File: src/rtl/epcs_flash_responder.sv
// EPCS serial-flash responder: decodes READ/ID/STATUS on an oversampled EPCS link, serves bytes from a memory port.
// Optional `EPCS_FAST_READ_EN enables FAST_READ (0x0B) with one dummy byte; otherwise 0x0B is ignored.
module epcs_flash_responder #(
    parameter int          MEM_AW     = 19,
    parameter logic [7:0]  SILICON_ID = 8'h12,
    parameter logic [7:0]  STATUS_VAL = 8'h00
) (
    input  logic              sys_clk,
    input  logic              sys_rst_n,
    input  logic              epcs_dclk,
    input  logic              epcs_sce,
    input  logic              epcs_sdo,
    output logic              epcs_data0,
    output logic              mem_rd,
    output logic [MEM_AW-1:0] mem_addr,
    input  logic [7:0]        mem_rdata
);

    localparam logic [3:0] S_IDLE   = 4'd0;
    localparam logic [3:0] S_CMD    = 4'd1;
    localparam logic [3:0] S_ADDR   = 4'd2;
    localparam logic [3:0] S_DUMMY  = 4'd3;
    localparam logic [3:0] S_ID     = 4'd4;
    localparam logic [3:0] S_STAT   = 4'd5;
    localparam logic [3:0] S_IGNORE = 4'd6;
    localparam logic [3:0] S_DATA   = 4'd7;
    localparam logic [3:0] S_FDUMMY = 4'd8;

    logic [2:0]        dclk_q;
    logic [2:0]        sce_q;
    logic [1:0]        sdo_q;
    logic              dclk_rise;
    logic              dclk_fall;
    logic              sce_fall;
    logic              sce_high;
    logic              sdo_bit;

    logic [3:0]        state;
    logic [2:0]        bit_cnt;
    logic [2:0]        byte_cnt;
    logic [6:0]        rx;
    logic [7:0]        rx_next;
    logic [MEM_AW-1:0] addr;
    logic [MEM_AW-1:0] addr_next;
    logic [7:0]        tx;
    logic [7:0]        hold;
    logic [7:0]        load_byte;
    logic              rd_pend;
    logic              fast;

    // Select is synchronised with a reset value of "selected" so that releasing reset
    // while sce is already low cannot fake a falling edge mid-transfer.
    always_ff @(posedge sys_clk or negedge sys_rst_n) begin
        if (!sys_rst_n) begin
            dclk_q <= 3'b000;
            sce_q  <= 3'b000;
            sdo_q  <= 2'b00;
        end else begin
            dclk_q <= {dclk_q[1:0], epcs_dclk};
            sce_q  <= {sce_q[1:0], epcs_sce};
            sdo_q  <= {sdo_q[0], epcs_sdo};
        end
    end

    assign dclk_rise = dclk_q[1] & ~dclk_q[2];
    assign dclk_fall = ~dclk_q[1] & dclk_q[2];
    assign sce_fall  = ~sce_q[1] & sce_q[2];
    assign sce_high  = sce_q[1];
    assign sdo_bit   = sdo_q[1];
    assign rx_next   = {rx, sdo_bit};
    assign addr_next = {addr[MEM_AW-2:0], sdo_bit};

    always_comb begin
        load_byte = 8'h00;
        case (state)
            S_DATA:  load_byte = hold;
            S_ID:    load_byte = SILICON_ID;
            S_STAT:  load_byte = STATUS_VAL;
            default: load_byte = 8'h00;
        endcase
    end

    always_ff @(posedge sys_clk or negedge sys_rst_n) begin
        if (!sys_rst_n) begin
            state      <= S_IDLE;
            bit_cnt    <= 3'd0;
            byte_cnt   <= 3'd0;
            rx         <= 7'd0;
            addr       <= '0;
            tx         <= 8'h00;
            hold       <= 8'h00;
            rd_pend    <= 1'b0;
            fast       <= 1'b0;
            epcs_data0 <= 1'b0;
            mem_rd     <= 1'b0;
            mem_addr   <= '0;
        end else begin
            mem_rd  <= 1'b0;
            rd_pend <= mem_rd;
            if (rd_pend)
                hold <= mem_rdata;

            if (state == S_IDLE) begin
                bit_cnt    <= 3'd0;
                byte_cnt   <= 3'd0;
                tx         <= 8'h00;
                fast       <= 1'b0;
                epcs_data0 <= 1'b0;
                if (sce_fall)
                    state <= S_CMD;
            end else if (sce_high) begin
                // Deselect drops any partial byte and any prefetch still in flight.
                state      <= S_IDLE;
                bit_cnt    <= 3'd0;
                byte_cnt   <= 3'd0;
                rd_pend    <= 1'b0;
                epcs_data0 <= 1'b0;
            end else if (dclk_rise) begin
                rx      <= rx_next[6:0];
                bit_cnt <= bit_cnt + 3'd1;
                if (bit_cnt == 3'd7 && byte_cnt != 3'd7)
                    byte_cnt <= byte_cnt + 3'd1;

                case (state)
                    S_CMD: begin
                        if (bit_cnt == 3'd7) begin
                            case (rx_next)
                                8'h03:   state <= S_ADDR;
                                8'hAB:   state <= S_DUMMY;
                                8'h05:   state <= S_STAT;
`ifdef EPCS_FAST_READ_EN
                                8'h0B: begin
                                    state <= S_ADDR;
                                    fast  <= 1'b1;
                                end
`endif
                                default: state <= S_IGNORE;
                            endcase
                        end
                    end
                    S_ADDR: begin
                        addr <= addr_next;
                        if (bit_cnt == 3'd7 && byte_cnt == 3'd3) begin
                            mem_rd   <= 1'b1;
                            mem_addr <= addr_next;
                            state    <= fast ? S_FDUMMY : S_DATA;
                        end
                    end
                    S_FDUMMY: begin
                        if (bit_cnt == 3'd7)
                            state <= S_DATA;
                    end
                    S_DUMMY: begin
                        if (bit_cnt == 3'd7 && byte_cnt == 3'd3)
                            state <= S_ID;
                    end
                    S_DATA: begin
                        // Mid-byte prefetch leaves half a byte of dclk for the read to land in hold.
                        if (bit_cnt == 3'd4) begin
                            mem_rd   <= 1'b1;
                            mem_addr <= mem_addr + 1'b1;
                        end
                    end
                    default: ;
                endcase
            end else if (dclk_fall) begin
                if (bit_cnt == 3'd0) begin
                    epcs_data0 <= load_byte[7];
                    tx         <= {load_byte[6:0], 1'b0};
                end else begin
                    epcs_data0 <= tx[7];
                    tx         <= {tx[6:0], 1'b0};
                end
            end
        end
    end

endmodule

File: config.mk
export PLATFORM = sky130hd
export DESIGN_NAME = epcs_flash_responder
export DESIGN_NICKNAME = d
export VERILOG_FILES = /design/src/rtl/epcs_flash_responder.sv
export SDC_FILE = /design/constraint.sdc
export NUM_CORES = 1
export LEC_CHECK = 0
export ABC_AREA = 1
export CAP_MARGIN = 20
export CELL_PAD_IN_SITES_DETAIL_PLACEMENT = 0
export CELL_PAD_IN_SITES_GLOBAL_PLACEMENT = 2
export CORE_UTILIZATION = 31
export CTS_CLUSTER_DIAMETER = 40
export DETAILED_ROUTE_END_ITERATION = 7
export GPL_TIMING_DRIVEN = 1
export PLACE_DENSITY = 0.73
export SYNTH_ARGS = -nofsm -noshare
export SYNTH_HDL_FRONTEND = slang
export SYNTH_SLANG_ARGS = --single-unit
File: constraint.sdc
create_clock -name sys_clk -period 1.5 [get_ports sys_clk]
set_input_delay 0.3 -clock sys_clk [delete_from_list [all_inputs] [get_ports sys_clk]]
set_output_delay 0.3 -clock sys_clk [all_outputs]
set_load 0.005 [all_outputs]
# Yosys cells after proc, flatten, opt, wreduce, memory -nomap -nowiden
# Index checks and enable logic that the tools add are counted.
[classes]
addsub = 3
n_mux = 39
bitwise = 7
n_eq_ne = 23
n_reduce_logical = 17
[op_table]
columns = ["op", "count"]
rows = [
  ["$mux 8", 5],
  ["$mux 19", 2],
  ["$pmux 19 s2", 1],
  ["$mux 4", 8],
  ["$mux 3", 7],
  ["$add 19x1->19 const B", 1],
  ["$ne 4x4->1 const B", 4],
  ["$pmux 4 s4", 1],
  ["$pmux 8 s2", 1],
  ["$mux 1", 12],
  ["$pmux 3 s3", 1],
  ["$reduce_bool 3->1", 3],
  ["$eq 4x2->1 const B", 2],
  ["$eq 4x3->1 const B", 2],
  ["$eq 8x2->1 const B", 1],
  ["$eq 8x3->1 const B", 1],
  ["$eq 8x8->1 const B", 1],
  ["$reduce_and 7->1", 1],
  ["$add 3x1->3 const B", 2],
  ["$eq 3x3->1 const B", 2],
  ["$ne 2x2->1 const B", 3],
  ["$reduce_and 3->1", 2],
  ["$reduce_and 6->1", 1],
  ["$reduce_bool 6->1", 1],
  ["15 further kinds", 24],
]
[word_totals]
in_bits = 13
out_inout_bits = 21
reg_bits = 81
elab_cells = 103

# Longest topological paths before layout
# Gate-level depths: netlist of run 1.
[depth]
depth_word = 7
mapped_depth = 11

# Worst setup path before layout of run 1
# Ideal clock, no wire load.
[synth_path]
path_type = "flip-flop to flip-flop"
from = "register bit_cnt[0]"
to = "register mem_addr[7]"
path_slack_ns = -0.083
period_less_slack_ns = 1.583
arrival_time_ns = 1.467
path_stages_with_launch = 12
cell_sequence = "dfrtp_1 -> ha_1 -> ha_1 -> nand2_1 -> inv_1 -> nand2_1 -> nand2_1 -> nand2_2 -> buf_2 -> nor2_1 -> o21ai_1 -> inv_2"
[synth_between]
elab_chain_len = 4
elab_cells_between_ends = 6
classes_between = "eq/ne: 4; reduce/logical: 2"
[synth_rtl]
columns = ["item", "line", "text"]
rows = [
  ["start: declaration", "39", "logic [2:0] bit_cnt;"],
  ["start signal: assignment", "120", "bit_cnt <= bit_cnt + 3'd1;"],
  ["$eq 3x3->1", "143", "if (bit_cnt == 3'd7 && byte_cnt == 3'd3) begin"],
  ["$logic_and 1x1->1", "143", ""],
  ["$ne 2x2->1 (no source line)", "-", ""],
  ["$reduce_and 6->1 (no source line) (*)", "-", ""],
  ["end signal: assignment", "145", "mem_addr <= addr_next;"],
  ["end signal: assignment", "161", "mem_addr <= mem_addr + 1'b1;"],
  ["end: declaration", "15", "output logic [MEM_AW-1:0] mem_addr,"],
]
# Mark *: on every way between the ends. The rest lies on a longest branch, timed or not.
# A chain may end at the register's enable or synchronous reset.

# Worst setup path in the final report of run 1
[layout_path]
from = "register bit_cnt[1]"
to = "register mem_addr[2]"
# Same word-level chain as after synthesis.

==> results of run 1 <==
-- final cells by class --
class | instances | area share, %
Timing Repair Buffer | 107 | 17.6
Multi-Input combinational cell | 340 | 32.5
Clock buffer | 13 | 4.63
Tap cell | 168 | 3.74
Inverter | 68 | 4.72
Timing Repair inverter | 1 | 0.289
Clock inverter | 3 | 1.16
Sequential cell | 79 | 35.4
-- flip-flops by register name, summed over array words and instances (netlist names), 2 cells and up --
register / count
hold: 8
tx: 7
dclk_q: 3
bit_cnt: 3
state: 3
addr: 18
byte_cnt: 3
sdo_q: 2
sce_q: 3
rx: 7
mem_addr: 19
-- worst max-delay path: stages (launching register included) --
cell and delay, ps:
sky130_fd_sc_hd__dfrtp_1 390, sky130_fd_sc_hd__ha_2 210, sky130_fd_sc_hd__ha_4 160, sky130_fd_sc_hd__nand2_2 50, sky130_fd_sc_hd__inv_2 30, sky130_fd_sc_hd__nand2_2 50
sky130_fd_sc_hd__nand2_1 60, sky130_fd_sc_hd__nand2_2 90, sky130_fd_sc_hd__buf_12 160, sky130_fd_sc_hd__buf_6 120, sky130_fd_sc_hd__a21oi_2 30, sky130_fd_sc_hd__a21oi_1 100
-- cell families (layout without fill, tap and decap cells) --
| group | Yosys count | in the layout | share of synthesized area [%] |
|---|---|---|---|
| buffers and inverters | 80 | 192 | 8.02 |
| AOI/OAI and AO/OA | 97 | 97 | 13.2 |
| DFF | 79 | 79 | 50.7 |
| muxes | 2 | 2 | 0.577 |
| adders and majority gates | 7 | 7 | 2.24 |
| and+or+nand+nor | 234 | 234 | 25.3 |
-- power groups by stage --
stage / combinational [mW] / sequential (mW) / clock [mW]
5_1_grt: 1.74 / 2.56 / 2.55
4_1_cts: 1.41 / 2.52 / 2.46
6_report: 1.53 / 2.52 / 2.37
3_5_place_dp: 1.38 / 2.55 / 0
2_1_floorplan: 0.790 / 2.53 / 0
3_3_place_gp: 1.38 / 2.55 / 0
-- per-layer routing --
metal	wire length, µm	global-route usage [%]	up-vias
li1	-	-	1821
met1	5560	25.7	1647
met2	4500	25.7	41
met3	324	4.61	8
met4	101	4.42	0
met5	0	0	-
-- layout by cell type, fill, tap and decap left out, drive strengths merged --
cell | netlist | final
nand3b | 3 | 3
a32o | 2 | 2
dlymetal6s2s | 0 | 5
o21ai | 56 | 56
buf | 9 | 74
nand3 | 27 | 27
nor2 | 44 | 44
a21boi | 1 | 1
nand4 | 6 | 6
clkbuf | 3 | 14
nor3 | 8 | 8
dfrtp | 79 | 79
o211ai | 2 | 2
clkdlybuf4s50 | 0 | 11
clkinv | 0 | 2
inv | 68 | 68
a21oi | 29 | 29
or2 | 3 | 3
dlygate4sd3 | 0 | 1
and2 | 2 | 2
o22ai | 6 | 6
nand2 | 141 | 141
bufinv | 0 | 2
ha | 7 | 7
mux2 | 2 | 2
dlygate4sd2 | 0 | 15
o21a | 1 | 1
-- path summary, 6_finish.rpt --
path,slack [ps],endpoint,start,cells past startpoint
min in group asynchronous,430,byte_cnt[1]$_DFFE_PN0P_,sys_rst_n,2
min,350,sce_q[1]$_DFF_PN0_,sce_q[0]$_DFF_PN0_,0
min reg2reg,350,sce_q[1]$_DFF_PN0_,sce_q[0]$_DFF_PN0_,0
max,-30,mem_addr[2]$_DFFE_PN0P_,bit_cnt[1]$_DFFE_PN0P_,11
max reg2reg,-30,mem_addr[2]$_DFFE_PN0P_,bit_cnt[1]$_DFFE_PN0P_,11
max in group asynchronous,560,mem_addr[16]$_DFFE_PN0P_,sys_rst_n,3
-- timing repair --
item                                    in CTS  in global routing
endpoints found under the setup margin      49                 42
cloned                                       1                  0
hold buffers                                 1                  0
resized for setup                           51                 56
hold endpoints to repair                    25                  0
pin swaps                                    5                 13
setup buffers                               24                  5
==> metrics.txt, run 1 <==
# TYPE chip_impl_metric gauge
chip_impl_metric{name="area.sequential",unit="mm²"} 0.00199
chip_impl_metric{name="postRouteAntennaNets",unit=""} 0
chip_impl_metric{name="placementRows",unit=""} 40
chip_impl_metric{name="timing.slew.headroom",unit="%"} 73.3
chip_impl_metric{name="num_vias",unit=""} 3517
chip_impl_metric{name="finalCoreUtilization",unit="%"} 46.2
chip_impl_metric{name="wire_length_of_the_first_global_routing_pass",unit="mm"} 17.4
chip_impl_metric{name="switching_share",unit="%"} 29.0
chip_impl_metric{name="timing_max_transition_violations_final",unit=""} 0
chip_impl_metric{name="preCtsSetupSlack",unit="ps"} -126
chip_impl_metric{name="drt-vias-per-instance",unit=""} 4.51
chip_impl_metric{name="clock_transition_at_the_registers_of_the_reported_paths",unit="ps"} 60
chip_impl_metric{name="max_freq",unit="MHz"} 654
chip_impl_metric{name="gr-usage-all-layers",unit="%"} 17.6
chip_impl_metric{name="numPortBuffers",unit=""} 33
chip_impl_metric{name="floorplan.core_area",unit="mm²"} 0.0122
chip_impl_metric{name="drt_pre_antenna_iters",unit=""} 4
chip_impl_metric{name="global_route.overflow_total",unit=""} 0
chip_impl_metric{name="number_of_global_route_vias_before_repair",unit=""} 3413
chip_impl_metric{name="netlist.area_leader.share",unit="%"} 50.7
chip_impl_metric{name="power_frac_comb",unit="%"} 23.9
chip_impl_metric{name="final_min_period_over_clock_period",unit="%"} 102
chip_impl_metric{name="post_synth_design_cell_area",unit="mm²"} 0.00390
chip_impl_metric{name="timing.final.crit_period",unit="ps"} 1530
chip_impl_metric{name="tritoncts.num_buffers",unit=""} 9
chip_impl_metric{name="ir_worst_vdd",unit="mV"} 1.28
chip_impl_info{name="crit_type",value="register to register"} 1
chip_impl_info{name="synth_common_cells",value="sky130_fd_sc_hd__nand2_1 (138), sky130_fd_sc_hd__dfrtp_1 (79), sky130_fd_sc_hd__inv_1 (64)"} 1
chip_impl_info{name="synth_top_flop_cell",value="sky130_fd_sc_hd__dfrtp_1"} 1
chip_impl_metric{name="antenna_found_initial",unit=""} 0
chip_impl_info{name="holdCritPathClass",value="register to register"} 1
chip_impl_metric{name="die_w",unit="µm"} 114
chip_impl_info{name="setup_repair_after_global_routing_missed_its_margin",value="yes"} 1
chip_impl_metric{name="initial_standard_cell_utilization_of_the_core",unit="%"} 32.1
chip_impl_metric{name="yosys_warnings",unit=""} 0
chip_impl_metric{name="postLayoutSetupSlackWorst",unit="ps"} -28.5
chip_impl_metric{name="synthesis.nets",unit=""} 519
chip_impl_metric{name="cts_buffer_depth",unit=""} 2
chip_impl_metric{name="required",unit="ps"} 1760
chip_impl_metric{name="post_synthesis_cell_type_count",unit=""} 31
chip_impl_metric{name="p_switching",unit="mW"} 1.86
chip_impl_metric{name="timing.clock.skew",unit="ps"} 4.36
chip_impl_metric{name="synth_enable_flop_cells",unit=""} 0
chip_impl_info{name="setup.worst_path.start_class",value="register"} 1
chip_impl_info{name="timing.critical_path.to_type",value="register"} 1
chip_impl_metric{name="postPlaceCellArea",unit="mm²"} 0.00480
chip_impl_metric{name="critical_path.max_fanout",unit=""} 17
chip_impl_metric{name="design_power_total",unit="mW"} 6.42
chip_impl_metric{name="finalHoldWorstSlack",unit="ps"} 353
chip_impl_metric{name="cap_viol_max_count",unit=""} 0
chip_impl_metric{name="fp.dieArea",unit="mm²"} 0.0130
chip_impl_metric{name="synth.avg_cell_area",unit="µm²"} 7.82
chip_impl_metric{name="clock_tree.htree_level_count",unit=""} 3
chip_impl_metric{name="die_height",unit="µm"} 114
chip_impl_metric{name="finish.cell_count_without_fillers",unit=""} 779
chip_impl_info{name="clock-root-buffer",value="sky130_fd_sc_hd__clkbuf_16"} 1
chip_impl_metric{name="antenna_cells_inserted",unit=""} 0
chip_impl_metric{name="portion_of_the_post_synthesis_area_used_by_sequential_elements",unit="%"} 50.7
chip_impl_metric{name="grt_start_max_net_pins",unit=""} 37
chip_impl_metric{name="finalHoldViolCount",unit=""} 0
chip_impl_metric{name="routabilityCongestion",unit=""} 0.756
chip_impl_metric{name="ff_latch_count_synth",unit=""} 79
chip_impl_metric{name="power.static_leakage",unit="nW"} 2.66
chip_impl_metric{name="totalNegativeSetupSlack",unit="ps"} -67.0
chip_impl_metric{name="post_route_cells_drive_above_1_share",unit="%"} 27.3
chip_impl_metric{name="post-dp-hpwl",unit="mm"} 7.00
chip_impl_metric{name="pwr_cell_area",unit="mW/mm²"} 1140
chip_impl_metric{name="ioPinCount",unit=""} 34
chip_impl_metric{name="cts_sinks",unit=""} 79
chip_impl_metric{name="areaGrowthSynthToFinish",unit="%"} 44.0
chip_impl_info{name="netlist_top_cells_area",value="sky130_fd_sc_hd__dfrtp_1 (51%), sky130_fd_sc_hd__nand2_1 (13%), sky130_fd_sc_hd__inv_1 (6.2%)"} 1
chip_impl_metric{name="int_pwr",unit="mW"} 4.56
chip_impl_info{name="violations",value="setup timing"} 1
chip_impl_metric{name="synth_cells",unit=""} 499
chip_impl_metric{name="final_net_count",unit=""} 626
chip_impl_metric{name="sequentialPowerShare",unit="%"} 39.2
chip_impl_metric{name="pwr-share-clk",unit="%"} 36.9
chip_impl_metric{name="postSynth.asyncResetShare",unit="%"} 100
chip_impl_metric{name="clock_latency",unit="ps"} 340
chip_impl_metric{name="dp_cells",unit=""} 732
chip_impl_metric{name="layout.filler_cells",unit=""} 1211
chip_impl_metric{name="drc",unit=""} 0
chip_impl_metric{name="area_occupied_by_multi_input_gates",unit="mm²"} 0.00183
chip_impl_metric{name="timing_worst_slew_pin_value",unit="ps"} 401
chip_impl_info{name="post-synth-top-count-cell",value="sky130_fd_sc_hd__nand2_1"} 1
chip_impl_metric{name="final_cell_area",unit="mm²"} 0.00562
chip_impl_metric{name="routed_wire_length_per_instance",unit="µm"} 13.5
chip_impl_info{name="cts_tree",value="built"} 1
chip_impl_info{name="yosys.area.top_type",value="sky130_fd_sc_hd__dfrtp_1"} 1
chip_impl_metric{name="final-setup-viol-count",unit=""} 3
chip_impl_metric{name="finalWirelength",unit="mm"} 10.5
chip_impl_info{name="outcome",value="finished with violations"} 1
chip_impl_metric{name="initialDrtViolationCount",unit=""} 196
chip_impl_metric{name="worst_ep_arrival_time",unit="ps"} 1790
Power figures use the tool's default switching activity.
==> run 2: changes to the inputs <==
PLACE_DENSITY = not set   (was 0.73)
PLACE_DENSITY_LB_ADDON = 0.25   (was not set)
==> run 2 against run 1 <==
Effect of this change: the flow still finishes with violations (setup timing); final area fell by 0.13%; clock power fell by 12%; largest power group unchanged; clock skew rose by 6.1 ps; register-to-register slack got worse by 80 ps; clock-buffer cell count fell by 4; hold slack got worse by 4.7 ps; sequential cell count did not move; utilization fell by 0.062 points; power fell by 4.4%.
==> metrics.txt, run 2 (same netlist as run 1, synthesis figures left out) <==
# TYPE chip_impl_metric gauge
chip_impl_metric{name="numPortBuffers",unit=""} 33
chip_impl_info{name="holdPathEnd",value="dclk_q[1]$_DFF_PN0_"} 1
chip_impl_metric{name="cts_buffer_depth",unit=""} 2
chip_impl_metric{name="design_power_total",unit="mW"} 6.14
chip_impl_metric{name="tritoncts.num_buffers",unit=""} 9
chip_impl_metric{name="timing.final.crit_period",unit="ps"} 1610
chip_impl_metric{name="final_min_period_over_clock_period",unit="%"} 107
chip_impl_metric{name="timing.clock.skew",unit="ps"} 10.5
chip_impl_info{name="setup.worst_path.start_class",value="register"} 1
chip_impl_metric{name="drt_pre_antenna_iters",unit=""} 4
chip_impl_metric{name="final_cell_area",unit="mm²"} 0.00561
chip_impl_info{name="cts_tree",value="built"} 1
chip_impl_metric{name="initial_standard_cell_utilization_of_the_core",unit="%"} 32.1
chip_impl_info{name="holdCritPathClass",value="register to register"} 1
chip_impl_metric{name="postRouteAntennaNets",unit=""} 0
chip_impl_metric{name="gr-usage-all-layers",unit="%"} 17.7
chip_impl_metric{name="drt-vias-per-instance",unit=""} 4.61
chip_impl_info{name="setup_repair_after_global_routing_missed_its_margin",value="yes"} 1
chip_impl_metric{name="routabilityCongestion",unit=""} 0.768
chip_impl_metric{name="layout.filler_cells",unit=""} 1215
chip_impl_info{name="outcome",value="finished with violations"} 1
chip_impl_info{name="hold_crit_start",value="dclk_q[0]$_DFF_PN0_"} 1
chip_impl_metric{name="grt_start_max_net_pins",unit=""} 38
chip_impl_metric{name="areaGrowthSynthToFinish",unit="%"} 43.8
chip_impl_metric{name="largest_register_ffs",unit=""} 19
chip_impl_metric{name="initialDrtViolationCount",unit=""} 209
chip_impl_metric{name="post_route_cells_drive_above_1_share",unit="%"} 26.3
chip_impl_metric{name="critical_path.max_fanout",unit=""} 5
chip_impl_metric{name="post-dp-hpwl",unit="mm"} 7.06
chip_impl_metric{name="die_w",unit="µm"} 114
chip_impl_metric{name="placementRows",unit=""} 40
chip_impl_metric{name="die_height",unit="µm"} 114
chip_impl_metric{name="wire_length_of_the_first_global_routing_pass",unit="mm"} 17.7
chip_impl_metric{name="ioPinCount",unit=""} 34
chip_impl_metric{name="worst-r2r-cell-count",unit=""} 11
chip_impl_metric{name="finalWirelength",unit="mm"} 10.5
chip_impl_metric{name="clock_transition_at_the_registers_of_the_reported_paths",unit="ps"} 60
chip_impl_metric{name="required",unit="ps"} 1730
chip_impl_metric{name="timing.slew.headroom",unit="%"} 71.0
chip_impl_metric{name="floorplan.core_area",unit="mm²"} 0.0122
chip_impl_metric{name="routed_wire_length_per_instance",unit="µm"} 13.5
chip_impl_metric{name="preCtsSetupSlack",unit="ps"} -125
chip_impl_metric{name="finalHoldViolCount",unit=""} 0
chip_impl_metric{name="worstHoldPathCells",unit=""} 0
chip_impl_metric{name="number_of_global_route_vias_before_repair",unit=""} 3521
chip_impl_info{name="r2r-start",value="bit_cnt[0]$_DFFE_PN0P_"} 1
chip_impl_metric{name="drc",unit=""} 0
chip_impl_metric{name="finalHoldWorstSlack",unit="ps"} 348
chip_impl_metric{name="ir_worst_vdd",unit="mV"} 0.665
chip_impl_metric{name="antenna_found_initial",unit=""} 0
chip_impl_metric{name="finish.cell_count_without_fillers",unit=""} 776
chip_impl_info{name="max_flop_register",value="mem_addr"} 1
chip_impl_metric{name="final-setup-viol-count",unit=""} 23
chip_impl_metric{name="timing_max_transition_violations_final",unit=""} 0
chip_impl_info{name="clock-root-buffer",value="sky130_fd_sc_hd__clkbuf_16"} 1
chip_impl_metric{name="setup.reg_to_reg.worst_slack",unit="ps"} -110
chip_impl_metric{name="cts_sinks",unit=""} 79
chip_impl_info{name="final_cell_mix",value="sky130_fd_sc_hd__nand2_1 (129), sky130_fd_sc_hd__dfrtp_1 (72), sky130_fd_sc_hd__inv_1 (61), sky130_fd_sc_hd__buf_4 (57), sky130_fd_sc_hd__nor2_1 (36)"} 1
chip_impl_info{name="violations",value="setup timing"} 1
chip_impl_info{name="crit_type",value="register to register"} 1
chip_impl_metric{name="power.static_leakage",unit="nW"} 2.66
chip_impl_metric{name="pwr_cell_area",unit="mW/mm²"} 1090
chip_impl_info{name="top_regs",value="mem_addr (19), addr (18), hold (8)"} 1
chip_impl_info{name="most_common_cell_after_layout_fill_and_taps_aside",value="sky130_fd_sc_hd__nand2_1"} 1
chip_impl_metric{name="cap_viol_max_count",unit=""} 0
chip_impl_metric{name="num_vias",unit=""} 3581
chip_impl_metric{name="timing_worst_slew_pin_value",unit="ps"} 435
chip_impl_metric{name="clock_latency",unit="ps"} 340
chip_impl_info{name="critical_path.reg2reg.endpoint",value="mem_addr[7]$_DFFE_PN0P_"} 1
chip_impl_metric{name="global_route.overflow_total",unit=""} 0
chip_impl_info{name="timing.critical_path.to_type",value="register"} 1
chip_impl_metric{name="antenna_cells_inserted",unit=""} 0
chip_impl_metric{name="postLayoutSetupSlackWorst",unit="ps"} -109
chip_impl_info{name="worst_setup_path_startpoint",value="bit_cnt[0]$_DFFE_PN0P_"} 1
chip_impl_metric{name="postPlaceCellArea",unit="mm²"} 0.00479
chip_impl_metric{name="final_net_count",unit=""} 623
chip_impl_metric{name="worst_ep_arrival_time",unit="ps"} 1840
chip_impl_metric{name="clock_tree.htree_level_count",unit=""} 3
chip_impl_metric{name="dp_cells",unit=""} 733
chip_impl_metric{name="max_freq",unit="MHz"} 622
chip_impl_metric{name="fp.dieArea",unit="mm²"} 0.0130
-- run 2: changes by cell type in the layout (fill, tap and decap cells not counted), sizes merged --
cell,change
clkbuf,-4
bufinv,-2
inv,+3
dlymetal6s2s,-1
clkinvlp,+1
clkinv,+2
buf,-5
dlygate4sd2,+1
bufbuf,+1
clkdlybuf4s15,+1
-- run 2: timing repair --
item | 4_1_cts | 5_1_grt
setup endpoints to repair | 49 | 49
pin swaps | 8 | 11
endpoints found under the hold margin | 12 | 0
hold buffers | 1 | 0
buffers inserted | 19 | 3
cloned | 3 | 1
gates resized for setup | 52 | 45
-- run 2: critical path: stages, from the launching register on --
cell,delay (ps)
sky130_fd_sc_hd__dfrtp_1,420
sky130_fd_sc_hd__ha_4,190
sky130_fd_sc_hd__ha_4,160
sky130_fd_sc_hd__nand2_2,60
sky130_fd_sc_hd__inv_2,30
sky130_fd_sc_hd__nand2_2,50
sky130_fd_sc_hd__nand2_2,60
sky130_fd_sc_hd__nand2_4,140
sky130_fd_sc_hd__clkbuf_16,180
sky130_fd_sc_hd__nor2_2,30
sky130_fd_sc_hd__o21ai_1,140
sky130_fd_sc_hd__inv_2,40
-- run 2: where the power goes --
part	total, mW	switching (mW)	internal (mW)
Sequential	2.53	0.164	2.36
Clock	2.08	0.941	1.14
Combinational	1.54	0.888	0.647
-- run 2: per-stage QoR --
step | TNS [ps] | utilization [%]
final | -1070 | 46.2
after global routing | -3810 | 46.2
after CTS | -895 | 44.4
after detailed placement | -1520 | 39.4
after global placement | -728 | 39.4
after floorplan | -2.82 | -
-- run 2: final cells by class --
class	instances	area, µm²	area share, %
clock inverters	7	56.3	1.00
repair buffers	104	1010	18.0
clock buffers	9	225	4.01
flip-flops and latches	79	1990	35.4
repair inverters	1	8.76	0.156
well taps	168	210	3.74
inverters	68	270	4.81
multi-input cells	340	1850	32.9
-- run 2: worst max path at each step --
stage	slack [ps]	end
finish	-110	mem_addr[7]$_DFFE_PN0P_
global placement	-80	tx[4]$_DFFE_PN0P_
CTS	-80	mem_addr[12]$_DFFE_PN0P_
floorplan	-3	mem_addr[7]$_DFFE_PN0P_
global route	-180	mem_addr[7]$_DFFE_PN0P_
detailed placement	-130	mem_addr[7]$_DFFE_PN0P_
-- run 2: metal layers --
metal / vias to the layer above / global-route usage, % / part of all wire [%]
met5: - / 0 / 0
met1: 1686 / 26.2 / 51
li1: 1829 / - / -
met2: 57 / 26.5 / 45
met3: 9 / 3.18 / 3.9
met4: 0 / 4.94 / 0.70
